<file path="src/rtl/shift_register_n_if.sv">
// Bus for shift_register_n: parallel load, shift request with amount/mode,
// serial fill, and the registered word/handshake outputs.
interface shift_register_n_if #(
  parameter int WIDTH = 8,
  parameter int AMT_W = 4
);
  logic             load_n;
  logic [WIDTH-1:0] load_val;
  logic             start;
  logic [AMT_W-1:0] amount;
  logic [2:0]       mode;
  logic             serial_in;
  logic [WIDTH-1:0] q;
  logic             serial_out;
  logic             busy;
  logic             done;

  modport master (
    output load_n, load_val, start, amount, mode, serial_in,
    input  q, serial_out, busy, done
  );

  modport slave (
    input  load_n, load_val, start, amount, mode, serial_in,
    output q, serial_out, busy, done
  );
endinterface

</file>
<file path="src/rtl/shift_register_n.sv">
// Multi-mode WIDTH-bit shift/rotate register: parallel load, then one bit per
// clock for a latched amount under a start/busy/done handshake.
module shift_register_n #(
  parameter int WIDTH = 8,
  parameter int AMT_W = 4
) (
  input logic             clk,
  input logic             reset_n,
  shift_register_n_if.slave bus
);

  typedef enum logic [1:0] {
    ST_IDLE,
    ST_SHIFT,
    ST_DONE
  } state_t;

  typedef enum logic [2:0] {
    MODE_SRL = 3'd0,
    MODE_SLL = 3'd1,
    MODE_SRA = 3'd2,
    MODE_ROR = 3'd3,
    MODE_ROL = 3'd4
  } mode_t;

  state_t           state;
  logic [AMT_W-1:0] cnt;
  logic [2:0]       mode_q;
  logic [WIDTH-1:0] q_r;
  logic             so_r;
  logic             busy_r;
  logic             done_r;

  logic [WIDTH-1:0] step_q;
  logic             step_so;

  // One single-bit step of the latched mode applied to the current word.
  always_comb begin
    // NOTE: defaults come first so every path assigns step_q/step_so and no latch is inferred.
    step_q  = q_r;
    step_so = so_r;
    case (mode_q)
      MODE_SRL: begin
        step_q  = {bus.serial_in, q_r[WIDTH-1:1]};
        step_so = q_r[0];
      end
      MODE_SLL: begin
        step_q  = {q_r[WIDTH-2:0], bus.serial_in};
        step_so = q_r[WIDTH-1];
      end
      MODE_SRA: begin
        step_q  = {q_r[WIDTH-1], q_r[WIDTH-1:1]};
        step_so = q_r[0];
      end
      MODE_ROR: begin
        step_q  = {q_r[0], q_r[WIDTH-1:1]};
        step_so = q_r[0];
      end
      MODE_ROL: begin
        step_q  = {q_r[WIDTH-2:0], q_r[WIDTH-1]};
        step_so = q_r[WIDTH-1];
      end
      default: begin
        step_q  = q_r;
        step_so = so_r;
      end
    endcase
  end

  always_ff @(posedge clk or negedge reset_n) begin
    if (!reset_n) begin
      state  <= ST_IDLE;
      cnt    <= '0;
      mode_q <= '0;
      q_r    <= '0;
      so_r   <= 1'b0;
      busy_r <= 1'b0;
      done_r <= 1'b0;
    end else begin
      // NOTE: non-blocking assignments so every register updates from pre-edge values.
      done_r <= 1'b0;
      case (state)
        ST_IDLE: begin
          if (!bus.load_n) begin
            q_r <= bus.load_val;
          end else if (bus.start) begin
            if (bus.amount == '0) begin
              state  <= ST_DONE;
              done_r <= 1'b1;
            end else begin
              cnt    <= bus.amount;
              mode_q <= bus.mode;
              busy_r <= 1'b1;
              state  <= ST_SHIFT;
            end
          end
        end
        ST_SHIFT: begin
          // A load mid-operation aborts without a done pulse.
          if (!bus.load_n) begin
            q_r    <= bus.load_val;
            busy_r <= 1'b0;
            state  <= ST_IDLE;
          end else begin
            q_r  <= step_q;
            so_r <= step_so;
            cnt  <= cnt - AMT_W'(1);
            if (cnt == AMT_W'(1)) begin
              busy_r <= 1'b0;
              done_r <= 1'b1;
              state  <= ST_DONE;
            end
          end
        end
        ST_DONE: begin
          state <= ST_IDLE;
        end
        default: begin
          state <= ST_IDLE;
        end
      endcase
    end
  end

  assign bus.q          = q_r;
  assign bus.serial_out = so_r;
  assign bus.busy       = busy_r;
  assign bus.done       = done_r;

endmodule

</file>
<file path="src/flat_wrapper.sv">
// flat-port wrapper written by rule: the top's interface ports become plain ports
module shift_register_n_flat 
#(
  parameter int WIDTH = 8,
  parameter int AMT_W = 4
)
  (clk, reset_n, bus_load_n, bus_load_val, bus_start, bus_amount, bus_mode, bus_serial_in, bus_q, bus_serial_out, bus_busy, bus_done);
  shift_register_n_if #(.WIDTH(WIDTH), .AMT_W(AMT_W)) bus_i ();
  input logic clk;
  input logic reset_n;
  input wire logic [$bits(bus_i.load_n)-1:0] bus_load_n;
  input wire logic [$bits(bus_i.load_val)-1:0] bus_load_val;
  input wire logic [$bits(bus_i.start)-1:0] bus_start;
  input wire logic [$bits(bus_i.amount)-1:0] bus_amount;
  input wire logic [$bits(bus_i.mode)-1:0] bus_mode;
  input wire logic [$bits(bus_i.serial_in)-1:0] bus_serial_in;
  output wire logic [$bits(bus_i.q)-1:0] bus_q;
  output wire logic [$bits(bus_i.serial_out)-1:0] bus_serial_out;
  output wire logic [$bits(bus_i.busy)-1:0] bus_busy;
  output wire logic [$bits(bus_i.done)-1:0] bus_done;
  assign bus_i.load_n = bus_load_n;
  assign bus_i.load_val = bus_load_val;
  assign bus_i.start = bus_start;
  assign bus_i.amount = bus_amount;
  assign bus_i.mode = bus_mode;
  assign bus_i.serial_in = bus_serial_in;
  assign bus_q = bus_i.q;
  assign bus_serial_out = bus_i.serial_out;
  assign bus_busy = bus_i.busy;
  assign bus_done = bus_i.done;
  shift_register_n #(.WIDTH(WIDTH), .AMT_W(AMT_W)) u_core (.clk(clk), .reset_n(reset_n), .bus(bus_i));
endmodule
</file>
<file path="config.mk">
export PLATFORM = sky130hd
export DESIGN_NAME = shift_register_n_flat
export DESIGN_NICKNAME = d
export VERILOG_FILES = /design/src/rtl/shift_register_n_if.sv /design/src/rtl/shift_register_n.sv /design/src/flat_wrapper.sv
export SDC_FILE = /design/constraint.sdc
export NUM_CORES = 1
export LEC_CHECK = 0
export CAP_MARGIN = 40
export CORE_MARGIN = 2
export CORE_UTILIZATION = 52
export DETAILED_ROUTE_END_ITERATION = 10
export PLACE_DENSITY = 0.81
export SYNTH_ARGS = -nofsm -noshare
export SYNTH_HDL_FRONTEND = slang
export SYNTH_SLANG_ARGS = --single-unit
</file>
<file path="constraint.sdc">
create_clock -name clk -period 3.13 [get_ports clk]
set_input_delay 0.939 -clock clk [delete_from_list [all_inputs] [get_ports clk]]
set_output_delay 0.939 -clock clk [all_outputs]
set_load 0.01 [all_outputs]
</file>
==> summary.md <==
| Metric | Value |
|---|---|
| Clock-pin slew on the worst setup and hold paths | `~110 ps` |
| DRC errors left | `0` |
| RSZ-0062 raised after global routing | `no` |
| # setup viols final | `0` |
| P_sw | `~0.31 mW` |
| P per Cell Area | `between 500 and 600 nW/um2` |
| CP peak stage delay | `580 ps` |
| Syn_area_per_cell | `9.77 um2` |
| Post-DP HPWL | `2.09 mm` |
| Setup TNS | `0 ps` |
| Vias per inst | `5.84` |
| Most frequent cells in the layout | `clkdlybuf4s50_1 (30), dfrtp_1 (20), a21oi_1 (16)` |
| Die Y-Extent | `53.0 um` |
| Critical Path AT | `1320 ps` |
| Routed Antenna Nets | `0` |
| Total congestion overflow | `0` |
| Cell row count | `17` |
| Internal power | `0.570 mW` |
| Initial antenna violation count | `0` |
| Required @ worst endpoint | `2190 ps` |
| Largest net degree at the start of global routing | `21` |
| GRT busiest layer | `met2` |
| Post-DP Area | `between 1500 and 2000 um2` |
| Final hold slack | `511 ps` |
| IO Port Bufs | `30` |
| Clock latency on the worst-skew pair | `about 300 ps` |
| Clk_skew | `2.02 ps` |
| Cell family with most CP delay | `buffers and inverters` |
| Total GRT Usage | `about 22%` |
| Worst setup EP type | `primary output` |
| Number of max-cap violations | `0` |
| Vias in the first global route | `between 1000 and 1500` |
| WL final | `2.81 mm` |
| Combinational share of power | `38.0%` |
| Critical Path, Cell by Cell | `clkdlybuf4s50_1` |
| Synth cell types | `35` |
| CTS HTree Levels | `1` |
| Layout area overhead | `26.0%` |
| Final Cell Area | `1580 um2` |
| Sequential Power Share | `45.0%` |
| Register bit total from synthesis | `20` |
| Detailed Routing Iterations Pass 1 | `4` |
| Post-CTS Setup Inserts | `0` |
| PostCTS Resize Cnt | `0` |
| Status | `finished clean` |
| Vias | `about 1100` |
| Maximum resistive drop on vdd | `380 uV` |
| Fin. Hold Viols | `0` |
| Diode count | `0` |
| Die width | `53.0 um` |
| Synthesized area | `1250 um2` |
| TritonCTS Sinks | `20` |
| Met3 Track Usage GR | `around 2.5%` |
| DR WL/cell | `~15 um` |
| Startpoint Class | `flop` |
| Sw frac | `35.5%` |
| Final Max Slew Viols | `0` |
| Io pins | `31` |
| Fillers | `183` |
| DR iter-0 viols | `23` |
| Slew @ Worst Pin | `577 ps` |
| Nets | `180` |
| Synth Instances | `around 130` |
| First-pass GRT wire length | `4.57 mm` |
| Layout cell share with drive strength beyond 1 | `8.92%` |
| Syn_nets | `150` |
| CTS Hold Bufs | `0` |
| Root buffer cell | `clkbuf_4` |
| Initial Util | `56.0%` |
| Die area | `2810 um2` |
| Synth Warn # | `0` |
| Slew headroom | `61.5%` |
| Bufs and invs on worst path | `1` |
| Crit-path max FO | `5` |
| Sequential cell area fraction in the yosys report | `around 40%` |
| Final Wtd Congestion | `around 0.80` |
| F_max | `442 MHz` |
| CTS tree | `built` |
| Commonest non-fill, non-tap cell in the layout | `clkdlybuf4s50_1` |
| CP Class | `flop to primary output` |
| CP max stage cell | `clkdlybuf4s50_1` |
| Clk pwr share | `17.0%` |
| GR Layer Usage met1 | `25.9%` |
| Longest Clk Path Bufs | `2` |
| HP Class | `flop to flop` |
| Tmin final | `2260 ps` |
| TritonCTS Buffers | `3` |
| Lkg Pwr | `0.642 nW` |
| Grt met2 use | `41.3%` |
| Core area | `2230 um2` |
| Ratio of final minimum period to clock period | `72.3%` |
power groups by stage:
stage	clock network, mW	registers, mW	logic, mW
floorplan	0	0.375	0.243
global placement	0	0.397	0.324
detailed placement	0	0.402	0.336
CTS	0.153	0.396	0.337
global route	0.168	0.406	0.371
finish	0.150	0.397	0.336
tightest hold or removal path, delay by kind of cell, from the launching register on:
family | cells | cell delay (ps)
flip-flops | 1 | 360
AND/OR/NAND/NOR | 1 | 50
AO/OA/AOI/OAI | 1 | 70
flip-flops by register name, indices dropped and copies added, names as in the netlist:
name and flops:
u_core.bus.done 1, u_core.bus.busy 1, u_core.cnt 4, u_core.state 2, u_core.bus.serial_out 1, u_core.mode_q 3
u_core.bus.q 8
stage by stage:
stage          setup slack, ps  util (%)  total power, mW  instances
2_1_floorplan             1130         -            0.618        128
3_3_place_gp               609      68.9            0.722        181
3_5_place_dp               575      68.9            0.738        181
4_1_cts                    862      70.5            0.886        185
5_1_grt                    814      70.5            0.945        185
6_report                   868      70.5            0.883        185
per-layer routing:
layer	part of all wire (%)	vias to the layer above
met5	0	-
met4	1.4	0
met3	3.7	5
met2	52	28
met1	43	526
li1	-	522
path summary, 6_finish.rpt:
kind	endpoint	cells after the start	slack, ps	from
setup / recovery	bus_q[0]	1	870	u_core.bus.q[0]
hold / removal	u_core.bus.serial_out	2	510	u_core.bus.serial_out
setup reg to reg	u_core.bus.q[1]	4	1460	u_core.state[0]
hold reg to reg	u_core.bus.serial_out	2	510	u_core.bus.serial_out
max in group asynchronous	u_core.state[1]	2	1970	reset_n
min in group asynchronous	u_core.bus.q[7]	2	960	reset_n
Yosys cell counts:
master     n  area (um2)
a211o_1    1        8.76
a211oi_1   1        7.51
a21oi_1   16        80.1
a22oi_1    1        7.51
a31oi_1    1        6.26
and2b_1    1        7.51
and3b_1    1        8.76
buf_2      2        10.0
buf_6      3        33.8
clkbuf_1   1        3.75
clkbuf_8   1        13.8
dfrtp_1   20         500
ha_1       2        25.0
inv_1      3        11.3
mux2_4     3        45.0
mux2i_1   10         100
nand2_1    5        18.8
nand2_4    1        11.3
nand2b_1   3        18.8
nand3_1    3        15.0
nand3b_1   1        7.51
nor2_1     8        30.0
nor2_4     2        22.5
nor2b_1    2        12.5
nor3_1     4        20.0
nor3b_1    9        67.6
nor4_1     1        6.26
o21ai_0   14        70.1
o21ai_1    1        5.00
o21ai_4    1        16.3
o21bai_1   1        7.51
o22ai_1    2        12.5
o311ai_0   1        8.76
o41a_4     1        21.3
xnor2_1    1        8.76
cell type report:
type	count	area, um2	share of cell area, %
sequential	20	500	31.8
tap	28	35.0	2.22
clock buffer	4	36.3	2.30
timing repair buffer	32	315	20.0
multi-input combinational	98	677	43.0
inverter	3	11.3	0.715
kinds of logic after synthesis:
logic type / count (synthesis) / share of synthesized area (%)
AOI/OAI and AO/OA: 41 / 20.1
muxes: 13 / 11.6
adders and majority gates: 2 / 2.00
buffers and inverters: 10 / 5.81
xor gates and xnor gates: 1 / 0.701
DFF: 20 / 40.0
and+or+nand+nor: 41 / 19.7
No activity file was read; power rests on OpenSTA's default activity.
